==> config.mk <==
export PLATFORM = sky130hd
export DESIGN_NAME = datapath_mc_flat
export DESIGN_NICKNAME = d
export VERILOG_FILES = /design/src/rtl/datapath_mc_pkg.sv /design/src/rtl/datapath_mc_if.sv /design/src/rtl/datapath_mc_serial_divider.sv /design/src/rtl/datapath_mc.sv /design/src/flat_wrapper.sv
export SDC_FILE = /design/constraint.sdc
export NUM_CORES = 2
export LEC_CHECK = 0
export CAP_MARGIN = 20
export CORE_MARGIN = 2
export CORE_UTILIZATION = 45
export DETAILED_ROUTE_END_ITERATION = 10
export DONT_BUFFER_PORTS = 1
export PLACE_DENSITY = 0.72
export SETUP_SLACK_MARGIN = 0.05
export SYNTH_ARGS = -nofsm -noshare
export SYNTH_HDL_FRONTEND = slang
export SYNTH_SLANG_ARGS = --single-unit
==> constraint.sdc <==
create_clock -name clk -period 9.8 [get_ports clk]
set_input_delay 1.96 -clock clk [delete_from_list [all_inputs] [get_ports clk]]
set_output_delay 1.96 -clock clk [all_outputs]
set_load 0.1 [all_outputs]
==> src/rtl/datapath_mc_pkg.sv <==
// datapath_mc_pkg
// Shared constants for the multi-cycle datapath: the 7-bit opcode values
// driven by decode/control, the FSM state type and a small decode helper.
// Optional feature macro: DATAPATH_REM_EN (REM handled by the divider).
package datapath_mc_pkg;

    localparam logic [6:0] OP_ADD  = 7'h01;
    localparam logic [6:0] OP_SUB  = 7'h02;
    localparam logic [6:0] OP_AND  = 7'h03;
    localparam logic [6:0] OP_OR   = 7'h04;
    localparam logic [6:0] OP_ADDI = 7'h05;
    localparam logic [6:0] OP_DIV  = 7'h06;
    localparam logic [6:0] OP_REM  = 7'h07;

    typedef enum logic [1:0] {
        IDLE     = 2'd0,
        DIV_RUN  = 2'd1,
        DIV_DONE = 2'd2
    } state_t;

    // True for every opcode that goes through the serial divider in this build.
    function automatic logic is_divider_op(input logic [6:0] op);
`ifdef DATAPATH_REM_EN
        return (op == OP_DIV) || (op == OP_REM);
`else
        return (op == OP_DIV);
`endif
    endfunction

endpackage

==> src/rtl/datapath_mc_if.sv <==
// datapath_mc_if
// Request/response bundle between decode/control (master) and the datapath
// (slave).
//   Request : in_valid, in_ready, operation, rs1, rs2, rw, imm, write
//   Response: out_valid, result, zero_flag, illegal
// Parameters: XLEN data width, AW register index width.
interface datapath_mc_if #(
    parameter int XLEN = 32,
    parameter int AW   = 5
);
    logic            in_valid;
    logic            in_ready;
    logic [6:0]      operation;
    logic [AW-1:0]   rs1;
    logic [AW-1:0]   rs2;
    logic [AW-1:0]   rw;
    logic [XLEN-1:0] imm;
    logic            write;
    logic            out_valid;
    logic [XLEN-1:0] result;
    logic            zero_flag;
    logic            illegal;

    modport master (
        output in_valid, operation, rs1, rs2, rw, imm, write,
        input  in_ready, out_valid, result, zero_flag, illegal
    );

    modport slave (
        input  in_valid, operation, rs1, rs2, rw, imm, write,
        output in_ready, out_valid, result, zero_flag, illegal
    );
endinterface

==> src/rtl/datapath_mc_serial_divider.sv <==
// serial_divider
// Unsigned restoring shift-subtract divider, one quotient bit per cycle.
// The first step is taken on the start edge straight from the input operands,
// so the final bit lands XLEN-1 edges later and done pulses in the cycle after.
// Ports:
//   clk, reset (async, active low)
//   start            load operands and take the first step
//   dividend/divisor operands, sampled on start
//   busy             iterations still in flight
//   done             one-cycle pulse, quotient/remainder valid and held
//   quotient         result of dividend / divisor
//   remainder        dividend % divisor (only built with DATAPATH_REM_EN)
// Divide by zero needs no special case: every trial subtract of 0 succeeds,
// giving an all-ones quotient and a remainder equal to the dividend.
module serial_divider #(
    parameter int XLEN = 32
) (
    input  logic            clk,
    input  logic            reset,
    input  logic            start,
    input  logic [XLEN-1:0] dividend,
    input  logic [XLEN-1:0] divisor,
    output logic            busy,
    output logic            done,
    output logic [XLEN-1:0] quotient
`ifdef DATAPATH_REM_EN
    ,
    output logic [XLEN-1:0] remainder
`endif
);
    localparam int CW = $clog2(XLEN + 1);

    logic [XLEN-1:0] rem_q;
    logic [XLEN-1:0] quot_q;
    logic [XLEN-1:0] dvsr_q;
    logic [CW-1:0]   count;

    // One restoring step on {partial remainder, remaining dividend bits}.
    // The partial remainder stays below the divisor, so the XLEN+1 bit trial
    // difference is negative exactly when its top bit is set.
    function automatic logic [2*XLEN-1:0] div_step(input logic [XLEN-1:0] r,
                                                   input logic [XLEN-1:0] q,
                                                   input logic [XLEN-1:0] d);
        logic [XLEN:0] trial;
        trial = {r, q[XLEN-1]} - {1'b0, d};
        if (trial[XLEN])
            return {r[XLEN-2:0], q[XLEN-1], q[XLEN-2:0], 1'b0};
        else
            return {trial[XLEN-1:0], q[XLEN-2:0], 1'b1};
    endfunction

    // Iteration register: load-and-step on start, then step until count runs out.
    always_ff @(posedge clk or negedge reset) begin
        if (!reset) begin
            rem_q  <= '0;
            quot_q <= '0;
            dvsr_q <= '0;
            count  <= '0;
            busy   <= 1'b0;
            done   <= 1'b0;
        end else begin
            done <= 1'b0;
            if (start) begin
                {rem_q, quot_q} <= div_step('0, dividend, divisor);
                dvsr_q          <= divisor;
                count           <= CW'(XLEN - 1);
                busy            <= 1'b1;
            end else if (busy) begin
                {rem_q, quot_q} <= div_step(rem_q, quot_q, dvsr_q);
                count           <= count - CW'(1);
                if (count == CW'(1)) begin
                    busy <= 1'b0;
                    done <= 1'b1;
                end
            end
        end
    end

    assign quotient = quot_q;
`ifdef DATAPATH_REM_EN
    assign remainder = rem_q;
`endif

endmodule

==> src/rtl/datapath_mc.sv <==
// datapath_mc
// Multi-cycle register file + ALU datapath. One operation per valid/ready
// handshake; ADD/SUB/AND/OR/ADDI finish in one cycle, DIV (and REM when
// enabled) run on the serial divider and report XLEN+2 cycles after accept.
// Ports:
//   clk    rising-edge clock
//   reset  asynchronous, active-low reset
//   bus    datapath_mc_if slave: request fields in, result/zero_flag/
//          illegal with a one-cycle out_valid pulse out
// Parameters: XLEN data width (>= 8), NREGS register count (power of 2).
// Optional feature macro: DATAPATH_REM_EN enables REM; otherwise REM is
// reported as an illegal opcode.
module datapath_mc #(
    parameter int XLEN  = 32,
    parameter int NREGS = 32
) (
    input  logic          clk,
    input  logic          reset,
    datapath_mc_if.slave  bus
);
    import datapath_mc_pkg::*;

    localparam int AW = $clog2(NREGS);

    state_t          state;
    state_t          next_state;
    logic [XLEN-1:0] regs [NREGS];
    logic [XLEN-1:0] rs1_value;
    logic [XLEN-1:0] rs2_value;
    logic [XLEN-1:0] alu_value;
    logic            alu_legal;
    logic            is_div_op;
    logic            accept;
    logic            div_start;
    logic            div_busy;
    logic            div_done;
    logic [XLEN-1:0] div_quot;
    logic [XLEN-1:0] div_value;
    logic [AW-1:0]   pend_rw;
    logic            pend_write;
`ifdef DATAPATH_REM_EN
    logic [XLEN-1:0] div_rem;
    logic            pend_rem;
`endif

    // The divider's own busy flag also gates acceptance so its operand
    // registers are never reloaded mid-iteration.
    assign bus.in_ready = (state == IDLE) && !div_busy;
    assign accept       = bus.in_valid && bus.in_ready;
    assign is_div_op    = is_divider_op(bus.operation);
    assign div_start    = accept && is_div_op;

    assign rs1_value = (bus.rs1 == '0) ? '0 : regs[bus.rs1];
    assign rs2_value = (bus.rs2 == '0) ? '0 : regs[bus.rs2];

    // Single-cycle ALU; anything it does not know is flagged illegal and
    // yields zero, divider opcodes are filtered out before this is used.
    always_comb begin
        alu_value = '0;
        alu_legal = 1'b1;
        case (bus.operation)
            OP_ADD:  alu_value = rs1_value + rs2_value;
            OP_SUB:  alu_value = rs1_value - rs2_value;
            OP_AND:  alu_value = rs1_value & rs2_value;
            OP_OR:   alu_value = rs1_value | rs2_value;
            OP_ADDI: alu_value = rs1_value + bus.imm;
            default: alu_legal = 1'b0;
        endcase
    end

    serial_divider #(.XLEN(XLEN)) u_divider (
        .clk       (clk),
        .reset     (reset),
        .start     (div_start),
        .dividend  (rs1_value),
        .divisor   (rs2_value),
        .busy      (div_busy),
        .done      (div_done),
        .quotient  (div_quot)
`ifdef DATAPATH_REM_EN
        ,
        .remainder (div_rem)
`endif
    );

`ifdef DATAPATH_REM_EN
    assign div_value = pend_rem ? div_rem : div_quot;
`else
    assign div_value = div_quot;
`endif

    // State register.
    always_ff @(posedge clk or negedge reset) begin
        if (!reset)
            state <= IDLE;
        else
            state <= next_state;
    end

    // Next-state logic: divider ops park in DIV_RUN until the divider pulses
    // done, then spend one cycle in DIV_DONE to register and write back.
    always_comb begin
        next_state = state;
        case (state)
            IDLE:     if (div_start) next_state = DIV_RUN;
            DIV_RUN:  if (div_done) next_state = DIV_DONE;
            DIV_DONE: next_state = IDLE;
            default:  next_state = IDLE;
        endcase
    end

    // Register file, response registers and the pending divider writeback.
    always_ff @(posedge clk or negedge reset) begin
        if (!reset) begin
            for (int i = 0; i < NREGS; i++)
                regs[i] <= '0;
            bus.out_valid <= 1'b0;
            bus.result    <= '0;
            bus.zero_flag <= 1'b0;
            bus.illegal   <= 1'b0;
            pend_rw       <= '0;
            pend_write    <= 1'b0;
`ifdef DATAPATH_REM_EN
            pend_rem      <= 1'b0;
`endif
        end else begin
            bus.out_valid <= 1'b0;
            bus.illegal   <= 1'b0;
            if (accept && !is_div_op) begin
                bus.out_valid <= 1'b1;
                bus.illegal   <= !alu_legal;
                bus.result    <= alu_value;
                bus.zero_flag <= (alu_value == '0);
                if (alu_legal && bus.write && (bus.rw != '0))
                    regs[bus.rw] <= alu_value;
            end
            if (div_start) begin
                pend_rw    <= bus.rw;
                pend_write <= bus.write;
`ifdef DATAPATH_REM_EN
                pend_rem   <= (bus.operation == OP_REM);
`endif
            end
            if (state == DIV_DONE) begin
                bus.out_valid <= 1'b1;
                bus.result    <= div_value;
                bus.zero_flag <= (div_value == '0);
                if (pend_write && (pend_rw != '0))
                    regs[pend_rw] <= div_value;
            end
        end
    end

endmodule

==> src/flat_wrapper.sv <==
// flat-port wrapper written by rule: the top's interface ports become plain ports
module datapath_mc_flat import datapath_mc_pkg::*;
#(
    parameter int XLEN  = 32,
    parameter int NREGS = 32
)
  (clk, reset, bus_in_valid, bus_operation, bus_rs1, bus_rs2, bus_rw, bus_imm, bus_write, bus_in_ready, bus_out_valid, bus_result, bus_zero_flag, bus_illegal);
  datapath_mc_if #(.XLEN(XLEN), .AW(($clog2(NREGS)))) bus_i ();
  input  logic clk;
  input  logic reset;
  input wire logic [$bits(bus_i.in_valid)-1:0] bus_in_valid;
  input wire logic [$bits(bus_i.operation)-1:0] bus_operation;
  input wire logic [$bits(bus_i.rs1)-1:0] bus_rs1;
  input wire logic [$bits(bus_i.rs2)-1:0] bus_rs2;
  input wire logic [$bits(bus_i.rw)-1:0] bus_rw;
  input wire logic [$bits(bus_i.imm)-1:0] bus_imm;
  input wire logic [$bits(bus_i.write)-1:0] bus_write;
  output wire logic [$bits(bus_i.in_ready)-1:0] bus_in_ready;
  output wire logic [$bits(bus_i.out_valid)-1:0] bus_out_valid;
  output wire logic [$bits(bus_i.result)-1:0] bus_result;
  output wire logic [$bits(bus_i.zero_flag)-1:0] bus_zero_flag;
  output wire logic [$bits(bus_i.illegal)-1:0] bus_illegal;
  assign bus_i.in_valid = bus_in_valid;
  assign bus_i.operation = bus_operation;
  assign bus_i.rs1 = bus_rs1;
  assign bus_i.rs2 = bus_rs2;
  assign bus_i.rw = bus_rw;
  assign bus_i.imm = bus_imm;
  assign bus_i.write = bus_write;
  assign bus_in_ready = bus_i.in_ready;
  assign bus_out_valid = bus_i.out_valid;
  assign bus_result = bus_i.result;
  assign bus_zero_flag = bus_i.zero_flag;
  assign bus_illegal = bus_i.illegal;
  datapath_mc #(.XLEN(XLEN), .NREGS(NREGS)) u_core (.clk(clk), .reset(reset), .bus(bus_i));
endmodule
# Yosys cells after proc, flatten, opt, wreduce, memory -nomap -nowiden
# Index checks and enable logic that the tools add are counted.
# W data, S select, Z words.
dict set report word_totals {
  elab_cells 141
  register_bits 1171
}
dict set report op_classes {
  eq_ne 11
  mux 44
  n_addsub 6
  n_lt_le_gt_ge 6
  bitwise_logic 6
  reduce_logical 23
}
# op n
set ops {}
lappend ops {{$mux W1024} 4}
lappend ops {{$bwmux W1024} 2}
lappend ops {{$mux W32} 14}
lappend ops {{$bmux W32 S5} 2}
lappend ops {{$demux W32 S5} 2}
lappend ops {{$pmux W32 S5} 1}
lappend ops {{$mux W64} 2}
lappend ops {{$add A32 B32 Y32} 2}
lappend ops {{$logic_not A32 Y1} 2}
lappend ops {{$sub A1 B32 Y33} 1}
lappend ops {{$sub A33 B32 Y33} 1}
lappend ops {{$and A32 B32 Y32} 1}
lappend ops {{$or A32 B32 Y32} 1}
lappend ops {{$sub A32 B32 Y32} 1}
lappend ops {{$ge A6 B6 Y1 const B} 4}
lappend ops {{$not A5 Y6} 4}
lappend ops {{$eq A7 B3 Y1 const B} 3}
lappend ops {{$eq A7 B2 Y1 const B} 2}
lappend ops {{$lt A6 B1 Y1 const B} 2}
lappend ops {{$mux W1} 12}
lappend ops {{$mux W6} 2}
lappend ops {{$logic_not A5 Y1} 2}
lappend ops {{$reduce_bool A5 Y1} 2}
lappend ops {{$logic_and A1 B1 Y1} 9}
lappend ops {{other kinds (14)} 18}

# Logic depth before layout (Yosys ltp)
dict set report logic_depth {
  depth_word 13
  mapped_depth 33
  mapped_depth_nobuf 24
}

# Modules after synthesis
# From an unflattened synthesis, not the netlist that was laid out.
dict set report hier_totals {
  hier_cells 8270
  hier_area_um2 75118.3
}
# mod cells_each instances area_each_um2 seq_area_each_um2
set modules_own_cells {}
lappend modules_own_cells {datapath_mc 7501 1 68326.8 26700.6}
lappend modules_own_cells {serial_divider 769 1 6791.5 2602.5}

# Worst setup path after synthesis
# OpenSTA, ideal clock, no wires.
dict set report synth_timing {
  path_kind {in2reg}
  from {input bus_rs2[1]}
  to {register u_core.bus.zero_flag}
  arrival_time_ns 8.426
  stages 29
  path_slack_ns 1.308
  path_buffers 5
  path_cell_list {buf_2 > buf_2 > buf_2 > clkbuf_1 > mux4_2 > a22oi_1 > nand4_1 > nand3_1 > and3_1 > and2_1 > nand3_2 > or2_2 > nand2b_1 > xnor2_1 > a221o_1 > ha_1 > clkbuf_1 > a21o_1 > a21o_1 > a21oi_1 > o22ai_1 > a211oi_1 > nor2_1 > xor2_1 > a221oi_1 > nand2_1 > or4_1 > nor4_1 > a41o_1}
}
dict set report synth_via {
  elab_chain_len 10
  elab_cells_between_ends 14
}
# item line_no
set synth_rtl {}
lappend synth_rtl {{from (decl)} flat_wrapper.sv:14} ;# input wire logic [$bits(bus_i.rs2)-1:0] bus_rs2;
lappend synth_rtl {{$not A5 Y6 (implied by the code)} datapath_mc.sv:54} ;# assign rs2_value = (bus.rs2 == '0) ? '0 : regs[bus.rs2];
lappend synth_rtl {{$bmux W32 S5} datapath_mc.sv:54}
lappend synth_rtl {{$mux W32 (implied by the code) (2 in series)} datapath_mc.sv:54}
lappend synth_rtl {{$mux W32 *} datapath_mc.sv:54}
lappend synth_rtl {{$sub A32 B32 Y32 (tied with other cells)} datapath_mc.sv:63} ;# OP_SUB: alu_value = rs1_value - rs2_value;
lappend synth_rtl {{$pmux W32 S5 *} datapath_mc.sv:61} ;# case (bus.operation)
lappend synth_rtl {{$logic_not A32 Y1 *} datapath_mc.sv:133} ;# bus.zero_flag <= (alu_value == '0);
lappend synth_rtl {{$mux W1 *} datapath_mc.sv:129} ;# if (accept && !is_div_op) begin
lappend synth_rtl {{$mux W1 *} datapath_mc.sv:144} ;# if (state == DIV_DONE) begin
lappend synth_rtl {{to (signal assigned)} datapath_mc.sv:133}
lappend synth_rtl {{to (signal assigned)} datapath_mc.sv:147} ;# bus.zero_flag <= (div_value == '0);
lappend synth_rtl {{to (decl)} datapath_mc_if.sv:31} ;# output in_ready, out_valid, result, zero_flag, illegal
# Every way passes the cells marked *; elsewhere a longest branch is shown, timed or not. The select of a mux whose other input is x is not followed.
# A chain may end at the register's enable or synchronous reset.

# Final worst setup path
dict set report layout_timing {
  from {input bus_rs2[2]}
  to {register u_core.regs[188] in the netlist's numbering}
}
dict set report layout_via {
  elab_chain_len 13
  elab_cells_between_ends 17
}
# item line_no
set layout_rtl {}
lappend layout_rtl {{$not A5 Y6 (implied by the code)} datapath_mc.sv:54}
lappend layout_rtl {{$bmux W32 S5} datapath_mc.sv:54}
lappend layout_rtl {{$mux W32 (implied by the code) (2 in series)} datapath_mc.sv:54}
lappend layout_rtl {{$mux W32 *} datapath_mc.sv:54}
lappend layout_rtl {{$sub A32 B32 Y32 (tied with other cells)} datapath_mc.sv:63}
lappend layout_rtl {{$pmux W32 S5 *} datapath_mc.sv:61}
lappend layout_rtl {{$bwmux W1024 *} datapath_mc.sv:135} ;# regs[bus.rw] <= alu_value;
lappend layout_rtl {{$mux W1024 *} datapath_mc.sv:134} ;# if (alu_legal && bus.write && (bus.rw != '0))
lappend layout_rtl {{$mux W1024 *} datapath_mc.sv:129}
lappend layout_rtl {{$bwmux W1024} datapath_mc.sv:149} ;# regs[pend_rw] <= div_value;
lappend layout_rtl {{$mux W1024} datapath_mc.sv:148} ;# if (pend_write && (pend_rw != '0))
lappend layout_rtl {{$mux W1024 *} datapath_mc.sv:144}
lappend layout_rtl {{to (signal, indexed assignment)} datapath_mc.sv:135}
lappend layout_rtl {{to (signal, indexed assignment)} datapath_mc.sv:149}
lappend layout_rtl {{to (decl)} datapath_mc.sv:27} ;# logic [XLEN-1:0] regs [NREGS];
# Marks and branches as above.

==> metrics <==
outcome=finished, violations left; failing checks=slew limit; Yosys warnings=0; worst min path class=reg2reg; most common cell after layout, fill and taps aside=nand2_1; post-synthesis instance total=8,347; Final nets=7,928; IO Port Bufs=0; Worst-Margin Slew=1750 ps; Die H=412 µm; Avg WL per Cell=31.6 µm; mapped cell area=0.0749 mm²; Max Clock Freq=0.115 GHz; Internal=8070 µW; clk buf depth=3; first-pass GRT wire length=460,000 µm; Synth Register Bits=1,171; register share of total power=44.3%; design area=0.0810 mm²; CP Data Required Time=10,440 ps; Num CTS Buffers=137; Hold Startpoint=u_core.regs[1004]$_DFF_PN0_; Sink Count=1,171; core area=0.165 mm²; Worst-Skew Late Latency=840 ps; total detailed-routing wirelength=319,000 µm; Filler cells=14,995; clock power share=47.6%; Total Routing Usage GR=37.0%; initial antenna violation count=17; unrepaired setup endpoints after global routing=no; final worst setup slack=1100 ps; Reg2Reg Launch Point=u_core.regs[517]$_DFF_PN0_; 1st-pass router iterations=9; Setup TNS=0 ps; Syn Nets=8,475; most frequent cells in the layout=1,753 x nand2_1, 1,625 x o21ai_0, 1,170 x dfrtp_1; Post-synth ARST share=100%; DP HPWL=185,000 µm; Vias/cell=6.98; final worst-path cycle share=88.8%; number of synthesized flops with an enable pin=0; fin util=49.1%; Seq/Total Area, Yosys=39.1%; final hold vios=0; crit path DAT=9340 ps; combinational share of power=8.1%; Final Critical Period=8700 ps; die width=412 µm; share of cells above drive strength 1=14.0%; DR iter-0 viols=12,552; leak pwr=0.0270 µW; Max Slew Vio Count=108; Worst VDD drop=0.205 mV; routability cong.=0.989; maxcap violations=0; Clock Skew=61.3 ps; post-route ant nets=0; CP endpoint kind=register; post_cts resized=0; Sw Ratio=26.2%; Residual DRC=0; most common flop cell mapped by yosys=dfrtp_1; CTS clk-pin slew, worst paths=60 ps; postcts setup bufs=0; initial core utilization=45.3%; Rows=149; die footprint=0.170 mm²; hold-fix buffer count after cts=0; largest net degree at the start of global routing=322; Avg Inst Size Synth=8.97 µm²; CTS root buf=clkbuf_16; Placed Area=0.0764 mm²; CP Max Fanout=125; startpoint types=input pin; Setup Viol. Count Final=0; H-Tree Level Count=4; Rel. slew slack=-16.9%; Synth cell types=105; TritonCTS clock tree=yes; area delta synth->final=8.22%; WS Path Type=in2reg; worst slack at placement=735 ps; Vias=70,471; number of global-route vias before repair=66,580; pwr/cell area=135 mW/mm²; num ports=94; sw power=2860 µW; Critical path origin=bus_rs2[2]; GRT overflow=0
## state kept, by name (all words and copies together) (netlist names)
name                       count
u_core.u_divider.rem_q        32
u_core.state                   2
u_core.u_divider.busy          1
u_core.bus.illegal             1
u_core.bus.result             32
u_core.pend_write              1
u_core.u_divider.dvsr_q       32
u_core.regs                 1024
u_core.u_divider.count         6
u_core.bus.zero_flag           1
u_core.u_divider.quotient     32
u_core.u_divider.done          1
u_core.bus.out_valid           1
u_core.pend_rw                 5
## synthesized netlist by cell type, types with 33 or more instances
cell,instances,share of area (%)
xnor2_1,44,0.51
a22oi_1,93,0.93
clkbuf_1,726,3.6
a21o_1,43,0.43
nor3_1,57,0.38
inv_1,71,0.36
a221oi_1,42,0.49
nand3_1,56,0.37
o21ai_0,1625,11
dfrtp_1,1171,39
mux2i_1,449,6.0
nor2_1,477,2.4
buf_1,83,0.42
nand4_1,33,0.28
nand2_1,1761,8.8
mux2_2,39,0.59
a21oi_1,415,2.8
mux4_2,447,13
ha_1,68,1.1
o22ai_1,41,0.34
buf_2,51,0.34
## power groups by stage
stage | logic, µW | clock network, µW | registers, µW
after global placement | 835 | 0 | 4920
after floorplan | 593 | 0 | 4920
after detailed placement | 834 | 0 | 4920
after CTS | 838 | 5180 | 4840
after global routing | 913 | 5380 | 4830
final | 888 | 5200 | 4840
## final timing paths
kind | endpoint | slack [ps] | cells after the start
max | u_core.regs[188]$_DFF_PN0_ | 1100 | 23
min in group asynchronous | u_core.regs[1003]$_DFF_PN0_ | 870 | 0
max in group asynchronous | u_core.regs[690]$_DFF_PN0_ | 5690 | 4
max reg2reg | u_core.regs[188]$_DFF_PN0_ | 2420 | 24
min reg2reg | u_core.regs[1004]$_DFF_PN0_ | 380 | 0
min | u_core.regs[1004]$_DFF_PN0_ | 380 | 0
## metrics by stage
stage / power [µW] / hold slack, ps / std cells
2_1_floorplan: 5520 / 425 / 8347
3_3_place_gp: 5760 / 363 / 9835
3_5_place_dp: 5760 / 367 / 9840
4_1_cts: 10900 / 381 / 10081
5_1_grt: 11100 / 390 / 10095
6_report: 10900 / 380 / 10102
## area by class of cell
type                    instances  area [µm²]  area share (%)
diodes                         11        27.5          0.0340
inverters                      73         277           0.341
multi-input cells            6189       42300            52.2
flip-flops and latches       1171       29300            36.2
clock buffers                 191        3890            4.80
repair buffers                228        1990            2.45
clock inverters                50         531           0.655
well taps                    2189        2740            3.38
## cells by family after synthesis
group,synth area share (%)
XOR/XNOR,0.877
AND/OR/NAND/NOR,14.2
adder cells (fa/ha/maj),1.19
multiplexers,20.2
AO/OA/AOI/OAI,18.9
buffers and inverters,5.53
flip-flops,39.1
## metal layers
metal | GRT usage, % | share of wire, %
met3 | 18.6 | 18
met5 | 0 | 0.11
met2 | 49.8 | 39
met1 | 46.4 | 34
met4 | 23.8 | 7.9
## critical path, stage by stage
cell and delay, ps:
or3_2 870, nor3_4 580, a211o_1 230, and3_1 520, and2_1 300, nand3_2 170
or3b_2 610, or3_1 390, xnor2_1 130, o21ai_0 180, ha_1 350, a21o_1 220
a2111oi_0 330, o211ai_1 190, o221ai_1 240, nor3_1 100, a2111oi_0 500, xnor2_1 230
a221oi_4 400, buf_12 250, nor2_1 70, a21oi_1 170, o21ai_0 120
No activity file was read; power rests on OpenSTA's default activity.
